### src/rtl/assert_req_ack_mon_if.sv
// Handshake bundle for assert_req_ack_mon: req/ack stimulus side (master) and the
// monitor side (slave) that returns the registered violation/status outputs.
interface assert_req_ack_mon_if #(
    parameter int unsigned TAG_W = 4,
    parameter int unsigned CNT_W = 8
) ();

    logic             req;
    logic [TAG_W-1:0] req_tag;
    logic             ack;
    logic [TAG_W-1:0] ack_tag;
    logic             clr;
    logic             viol;
    logic [2:0]       viol_code;
    logic             err;
    logic [CNT_W-1:0] viol_cnt;
    logic             txn_done;
    logic             busy;

    modport master (
        output req, req_tag, ack, ack_tag, clr,
        input  viol, viol_code, err, viol_cnt, txn_done, busy
    );

    modport slave (
        input  req, req_tag, ack, ack_tag, clr,
        output viol, viol_code, err, viol_cnt, txn_done, busy
    );

endinterface

### src/rtl/assert_req_ack_mon.sv
// Single-outstanding req/ack protocol monitor: folds latency, stability and tag rules into a
// registered one-cycle viol pulse. Define ASSERT_REQ_ACK_MON_XCHK_EN to add X/Z checking.
module assert_req_ack_mon #(
    parameter int unsigned MIN_LAT = 1,
    parameter int unsigned MAX_LAT = 8,
    parameter int unsigned TAG_W   = 4,
    parameter int unsigned CNT_W   = 8
) (
    input logic                 clk,
    input logic                 rst_n,
    assert_req_ack_mon_if.slave bus
);

    localparam int unsigned    LatW   = $clog2(MAX_LAT + 1);
    localparam logic [LatW-1:0] MinLat = LatW'(MIN_LAT);
    localparam logic [LatW-1:0] MaxLat = LatW'(MAX_LAT);

    localparam logic [2:0] CodeNone     = 3'd0;
    localparam logic [2:0] CodeSpurious = 3'd1;
    localparam logic [2:0] CodeEarly    = 3'd2;
    localparam logic [2:0] CodeTimeout  = 3'd3;
    localparam logic [2:0] CodeDrop     = 3'd4;
    localparam logic [2:0] CodeUnstable = 3'd5;
    localparam logic [2:0] CodeTagmis   = 3'd6;
`ifdef ASSERT_REQ_ACK_MON_XCHK_EN
    localparam logic [2:0] CodeXprop    = 3'd7;
`endif

    typedef enum logic [1:0] {StIdle, StWait, StDrain} state_e;

    state_e           state_q, state_d;
    logic [LatW-1:0]  lat_q, lat_d;
    logic [TAG_W-1:0] tag_q, tag_d;
    logic [2:0]       code_d, code_q;
    logic             done_d, done_q;
    logic             viol_d, viol_q;
    logic             busy_q;
    logic             err_q;
    logic [CNT_W-1:0] cnt_q;

    always_comb begin
        state_d = state_q;
        lat_d   = lat_q;
        tag_d   = tag_q;
        code_d  = CodeNone;
        done_d  = 1'b0;
        unique case (state_q)
            StIdle: begin
                if (bus.req && bus.ack) begin
                    if (MIN_LAT != 0)                   code_d = CodeEarly;
                    else if (bus.ack_tag != bus.req_tag) code_d = CodeTagmis;
                    else                                 done_d = 1'b1;
                end else if (bus.req) begin
                    tag_d   = bus.req_tag;
                    lat_d   = LatW'(1);
                    state_d = StWait;
                end else if (bus.ack) begin
                    code_d = CodeSpurious;
                end
            end
            StWait: begin
                // Ack on the cycle req falls still counts as an ack, so DROP needs ack=0.
                if (!bus.req && !bus.ack) begin
                    code_d  = CodeDrop;
                    state_d = StIdle;
                end else if (bus.req_tag != tag_q) begin
                    code_d  = CodeUnstable;
                    state_d = StDrain;
                end else if (bus.ack) begin
                    state_d = StIdle;
                    if (lat_q < MinLat)            code_d = CodeEarly;
                    else if (bus.ack_tag != tag_q) code_d = CodeTagmis;
                    else                           done_d = 1'b1;
                end else if (lat_q == MaxLat) begin
                    code_d  = CodeTimeout;
                    state_d = StDrain;
                end else begin
                    lat_d = lat_q + LatW'(1);
                end
            end
            StDrain: begin
                // Swallow everything until req drops so one fault yields one report.
                if (!bus.req) state_d = StIdle;
            end
            default: state_d = StIdle;
        endcase
`ifdef ASSERT_REQ_ACK_MON_XCHK_EN
        if ($isunknown({bus.req, bus.ack}) || (bus.req === 1'b1 && $isunknown(bus.req_tag))) begin
            code_d  = CodeXprop;
            done_d  = 1'b0;
            state_d = StIdle;
        end
`endif
        viol_d = (code_d != CodeNone);
    end

    always_ff @(posedge clk or negedge rst_n) begin
        if (!rst_n) begin
            state_q <= StIdle;
            lat_q   <= '0;
            tag_q   <= '0;
            viol_q  <= 1'b0;
            code_q  <= CodeNone;
            done_q  <= 1'b0;
            busy_q  <= 1'b0;
            err_q   <= 1'b0;
            cnt_q   <= '0;
        end else begin
            state_q <= state_d;
            lat_q   <= lat_d;
            tag_q   <= tag_d;
            viol_q  <= viol_d;
            code_q  <= code_d;
            done_q  <= done_d;
            busy_q  <= (state_d == StWait);
            // Clear first, then let a same-cycle violation land so it is never lost.
            if (bus.clr) begin
                err_q <= viol_d;
                cnt_q <= viol_d ? CNT_W'(1) : '0;
            end else if (viol_d) begin
                err_q <= 1'b1;
                if (cnt_q != '1) cnt_q <= cnt_q + CNT_W'(1);
            end
        end
    end

    assign bus.viol      = viol_q;
    assign bus.viol_code = code_q;
    assign bus.txn_done  = done_q;
    assign bus.busy      = busy_q;
    assign bus.err       = err_q;
    assign bus.viol_cnt  = cnt_q;

endmodule

### src/flat_wrapper.sv
// flat-port wrapper written by rule: the top's interface ports become plain ports
module assert_req_ack_mon_flat 
#(
    parameter int unsigned MIN_LAT = 1,
    parameter int unsigned MAX_LAT = 8,
    parameter int unsigned TAG_W   = 4,
    parameter int unsigned CNT_W   = 8
)
  (clk, rst_n, bus_req, bus_req_tag, bus_ack, bus_ack_tag, bus_clr, bus_viol, bus_viol_code, bus_err, bus_viol_cnt, bus_txn_done, bus_busy);
  assert_req_ack_mon_if #(.TAG_W(TAG_W), .CNT_W(CNT_W)) bus_i ();
  input logic clk;
  input logic rst_n;
  input wire logic [$bits(bus_i.req)-1:0] bus_req;
  input wire logic [$bits(bus_i.req_tag)-1:0] bus_req_tag;
  input wire logic [$bits(bus_i.ack)-1:0] bus_ack;
  input wire logic [$bits(bus_i.ack_tag)-1:0] bus_ack_tag;
  input wire logic [$bits(bus_i.clr)-1:0] bus_clr;
  output wire logic [$bits(bus_i.viol)-1:0] bus_viol;
  output wire logic [$bits(bus_i.viol_code)-1:0] bus_viol_code;
  output wire logic [$bits(bus_i.err)-1:0] bus_err;
  output wire logic [$bits(bus_i.viol_cnt)-1:0] bus_viol_cnt;
  output wire logic [$bits(bus_i.txn_done)-1:0] bus_txn_done;
  output wire logic [$bits(bus_i.busy)-1:0] bus_busy;
  assign bus_i.req = bus_req;
  assign bus_i.req_tag = bus_req_tag;
  assign bus_i.ack = bus_ack;
  assign bus_i.ack_tag = bus_ack_tag;
  assign bus_i.clr = bus_clr;
  assign bus_viol = bus_i.viol;
  assign bus_viol_code = bus_i.viol_code;
  assign bus_err = bus_i.err;
  assign bus_viol_cnt = bus_i.viol_cnt;
  assign bus_txn_done = bus_i.txn_done;
  assign bus_busy = bus_i.busy;
  assert_req_ack_mon #(.MIN_LAT(MIN_LAT), .MAX_LAT(MAX_LAT), .TAG_W(TAG_W), .CNT_W(CNT_W)) u_core (.clk(clk), .rst_n(rst_n), .bus(bus_i));
endmodule
### config.mk
export PLATFORM = sky130hd
export DESIGN_NAME = assert_req_ack_mon_flat
export DESIGN_NICKNAME = d
export VERILOG_FILES = /design/src/rtl/assert_req_ack_mon_if.sv /design/src/rtl/assert_req_ack_mon.sv /design/src/flat_wrapper.sv
export SDC_FILE = /design/constraint.sdc
export NUM_CORES = 1
export LEC_CHECK = 0
export ABC_AREA = 1
export CAP_MARGIN = 20
export CELL_PAD_IN_SITES_DETAIL_PLACEMENT = 1
export CELL_PAD_IN_SITES_GLOBAL_PLACEMENT = 2
export CORE_ASPECT_RATIO = 1.25
export CORE_MARGIN = 8
export CORE_UTILIZATION = 26
export DETAILED_ROUTE_END_ITERATION = 16
export GPL_ROUTABILITY_DRIVEN = 0
export PLACE_DENSITY = 0.81
export SKIP_CTS_REPAIR_TIMING = 1
export SYNTH_ARGS = -nofsm -noshare
export SYNTH_HDL_FRONTEND = slang
export SYNTH_SLANG_ARGS = --single-unit
### constraint.sdc
create_clock -name clk -period 1.4 [get_ports clk]
set_input_delay 0.35 -clock clk [delete_from_list [all_inputs] [get_ports clk]]
set_output_delay 0.35 -clock clk [all_outputs]
set_load 0.01 [all_outputs]
==> impl_metrics.ini <==
[worst_setup_path]
cp_slowest_stage_delay_ns = 0.42
startpoint = u_core.tag_q[0]
crit_fanout = 8
endpoint_kind = flip-flop
reg2reg_to = u_core.bus.viol_cnt[5]
r2r_setup_slack_ns = -0.25
endpoint = u_core.bus.viol_cnt[5]
critPathArrivalTime_ns = 1.86
cp_slowest_cell = dfrtp_1
worst_setup_path_start_kind = flip-flop
worstRegToRegCells = 12
r2r_start = u_core.tag_q[0]
cpMostUsedCell = nand2_2
worstPathCellList = nand2_1 > nand2_2 > nor2_4 > nand2_4 > nor2_4 > nand2_2 > nand2_2 > nand2_4 > o21bai_4 > buf_12 > nand3_2 > nand2_1
critPathKind = flip-flop to flip-flop
cp_data_required_time_ns = 1.62

[power]
p_sw_uw = 940
power_frac_clock_pct = 18.2
p_int_uw = 1590
totalPowerFinal_uw = 2530
p_leak_uw = 0.00150
seqPwrFrac_pct = 35.8
switching_share_pct = 37.1
p_per_area_mw_per_mm2 = 981
comb_power_share_pct = 45.9
vdd_ir_drop_max_v = 0.000467

[global_routing]
grt_overflow = 0
grtUsageTotal_pct = 10.8
grt_pass1_vias = 1728
antenna_found_initial = 0
grt_max_degree = 26
grt_pass1_wl_mm = 7.56

[cells_and_area]
finalNonFillerCells = 339
drive_above_1_share_pct = 46.2
area_delta_synth_final_pct = 75.7
diodes = 0
layout.nets = 292

[timing]
final_max_slew_viol_count = 0
fin_ws_ns = -0.245
rsz0062_at_grt = yes
fmax_mhz = 608
setup-violations-final = 14
finClkSkew_ns = 0.00964
tightestPinTransition_ns = 0.323
fin_crit_sh_pct = 118
min_period_ns = 1.65
whs_ns = 0.398
hold_violations = 0
slew_headroom_pct = 78.3

[die]
io_pins = 28
die_height_um = 100
die-area_sq_mm = 0.00833
coreArea_sq_mm = 0.00544
fp.dieW_um = 83.3
core.rowCount = 30
start_util_pct = 27.0

[clock_network]
cts.sinks = 25
root_buffer = clkbuf_8
cts_tree = done
numCtsBuffers = 3
clk_latency_ns = 0.28
cts_buffer_depth = 2
htreeDepth = 1
clk_pin_slew_ns = 0.10

[synth]
async_reset_ff_share_pct = 100
synth_top_flop_cell = dfrtp_1
syn_area_per_cell_sq_um = 7.46
synth-edff-count = 0
synthTopCellsByCount = 56 x nand2_1, 25 x dfrtp_1, 25 x inv_1, 22 x nand3_1, 16 x nor2_1
ys_warn_count = 0
yosys-top-cells-area = dfrtp_1 43%, nand2_1 14%, nand3_1 7.5%, inv_1 6.4%, o21ai_0 4.1%
synth_most_common_cell = nand2_1
ys_ff_latch = 25
syn-num-nets = 213
synth_cells = 197
synth_cell_types = 26
yosysTopAreaCell = dfrtp_1
synthesis.area_sq_mm = 0.00147
netlist.area_leader.share_pct = 42.6
seq_area_frac_synth_pct = 42.6

[status]
failed_checks = negative setup slack
run_status = finished with violations

[drt]
wirelength_mm = 4.89
vias = 1601
drt_iter0_markers = 27
dr.pass1.iters = 4
viasPerCell = 4.72
drc = 0
drtAntennaViolNets = 0
wire_per_inst_um = 14.4

[placed_design]
preCtsSetupSlack_ns = -0.760
portBuffers = 27
place_inst = 324
dp.final_hpwl_mm = 3.45

[worst_hold_path]
hold_start = bus_req_tag[3]
hp-class = input pin to flip-flop

[job]
max-cap-violations = 0
[placed cells by master, fill, tap and decap left out, drive strengths merged]
master	Yosys	final
a21oi	4	4
nor4	3	3
xnor2	1	1
clkbuf	1	4
o21ai	13	13
dfrtp	25	25
nand3	23	23
ha	3	3
nor3	3	3
inv	30	30
dlymetal6s2s	0	25
nor3b	2	2
a31oi	1	1
xor2	3	3
buf	1	49
clkdlybuf4s50	0	2
nor2	19	19
nand2	62	62
nand4	2	2
o21bai	1	1
[per-layer routing]
metal  vias to the layer above  track usage [%]  share of wire [%]
li1                        781                -                  -
met1                       780             10.8                 37
met2                        31             20.8                 56
met3                         9             2.67                4.7
met4                         0             3.93                2.5
met5                         -                0                  0
[stage by stage]
stage	TNS, ns	utilization [%]	cell area, sq um
after floorplan	-0.753	-	1480
after global placement	-12.78	39.0	2120
after detailed placement	-13.74	39.0	2120
after CTS	-9.23	39.8	2170
after global routing	-4.11	47.4	2580
final	-2.43	47.4	2580
[kinds of logic after synthesis]
| family | count (synthesis) | share of synthesized area, % |
|---|---|---|
| buffers and inverters | 32 | 8.25 |
| AND/OR/NAND/NOR | 114 | 36.3 |
| flip-flops | 25 | 42.6 |
| adder cells (fa/ha/maj) | 3 | 2.55 |
| AO/OA/AOI/OAI | 19 | 8.00 |
| XOR/XNOR | 4 | 2.38 |
[power by group through the flow]
stage	clock network (uW)	logic, uW	registers [uW]
final	462	1160	909
after CTS	465	904	905
after global placement	0	880	915
after floorplan	0	413	942
after global routing	493	1280	922
after detailed placement	0	898	920
[final cells by class]
| cell class | count | area [sq um] |
|---|---|---|
| Inverter | 30 | 115 |
| Fill cell | 635 | 2860 |
| Sequential cell | 25 | 627 |
| Tap cell | 64 | 80.1 |
| Clock buffer | 4 | 45.0 |
| Timing Repair Buffer | 76 | 744 |
| Multi-Input combinational cell | 140 | 971 |
[worst max-delay path: cells and delay by family, from the launching register on]
kind                   cells  cell delay (ns)
buffers and inverters      1             0.15
and+or+nand+nor           10             0.87
AOI/OAI and AO/OA          1             0.13
DFF                        1             0.42
[how the worst min path moves through the flow]
| stage | end | depth (start not counted) |
|---|---|---|
| 5_1_grt | u_core.tag_q[3] | 3 |
| 3_5_place_dp | u_core.bus.err | 2 |
| 3_3_place_gp | u_core.bus.err | 2 |
| 2_1_floorplan | u_core.bus.busy | 0 |
| 4_1_cts | u_core.tag_q[0] | 2 |
| 6_report | u_core.tag_q[3] | 3 |
[flip-flops by register name, indices dropped and copies added (netlist names), 2 cells and up]
register / flops
u_core.state_q: 2
u_core.bus.viol_code: 3
u_core.tag_q: 4
u_core.lat_q: 4
u_core.bus.viol_cnt: 8
Power figures use the tool's default switching activity.
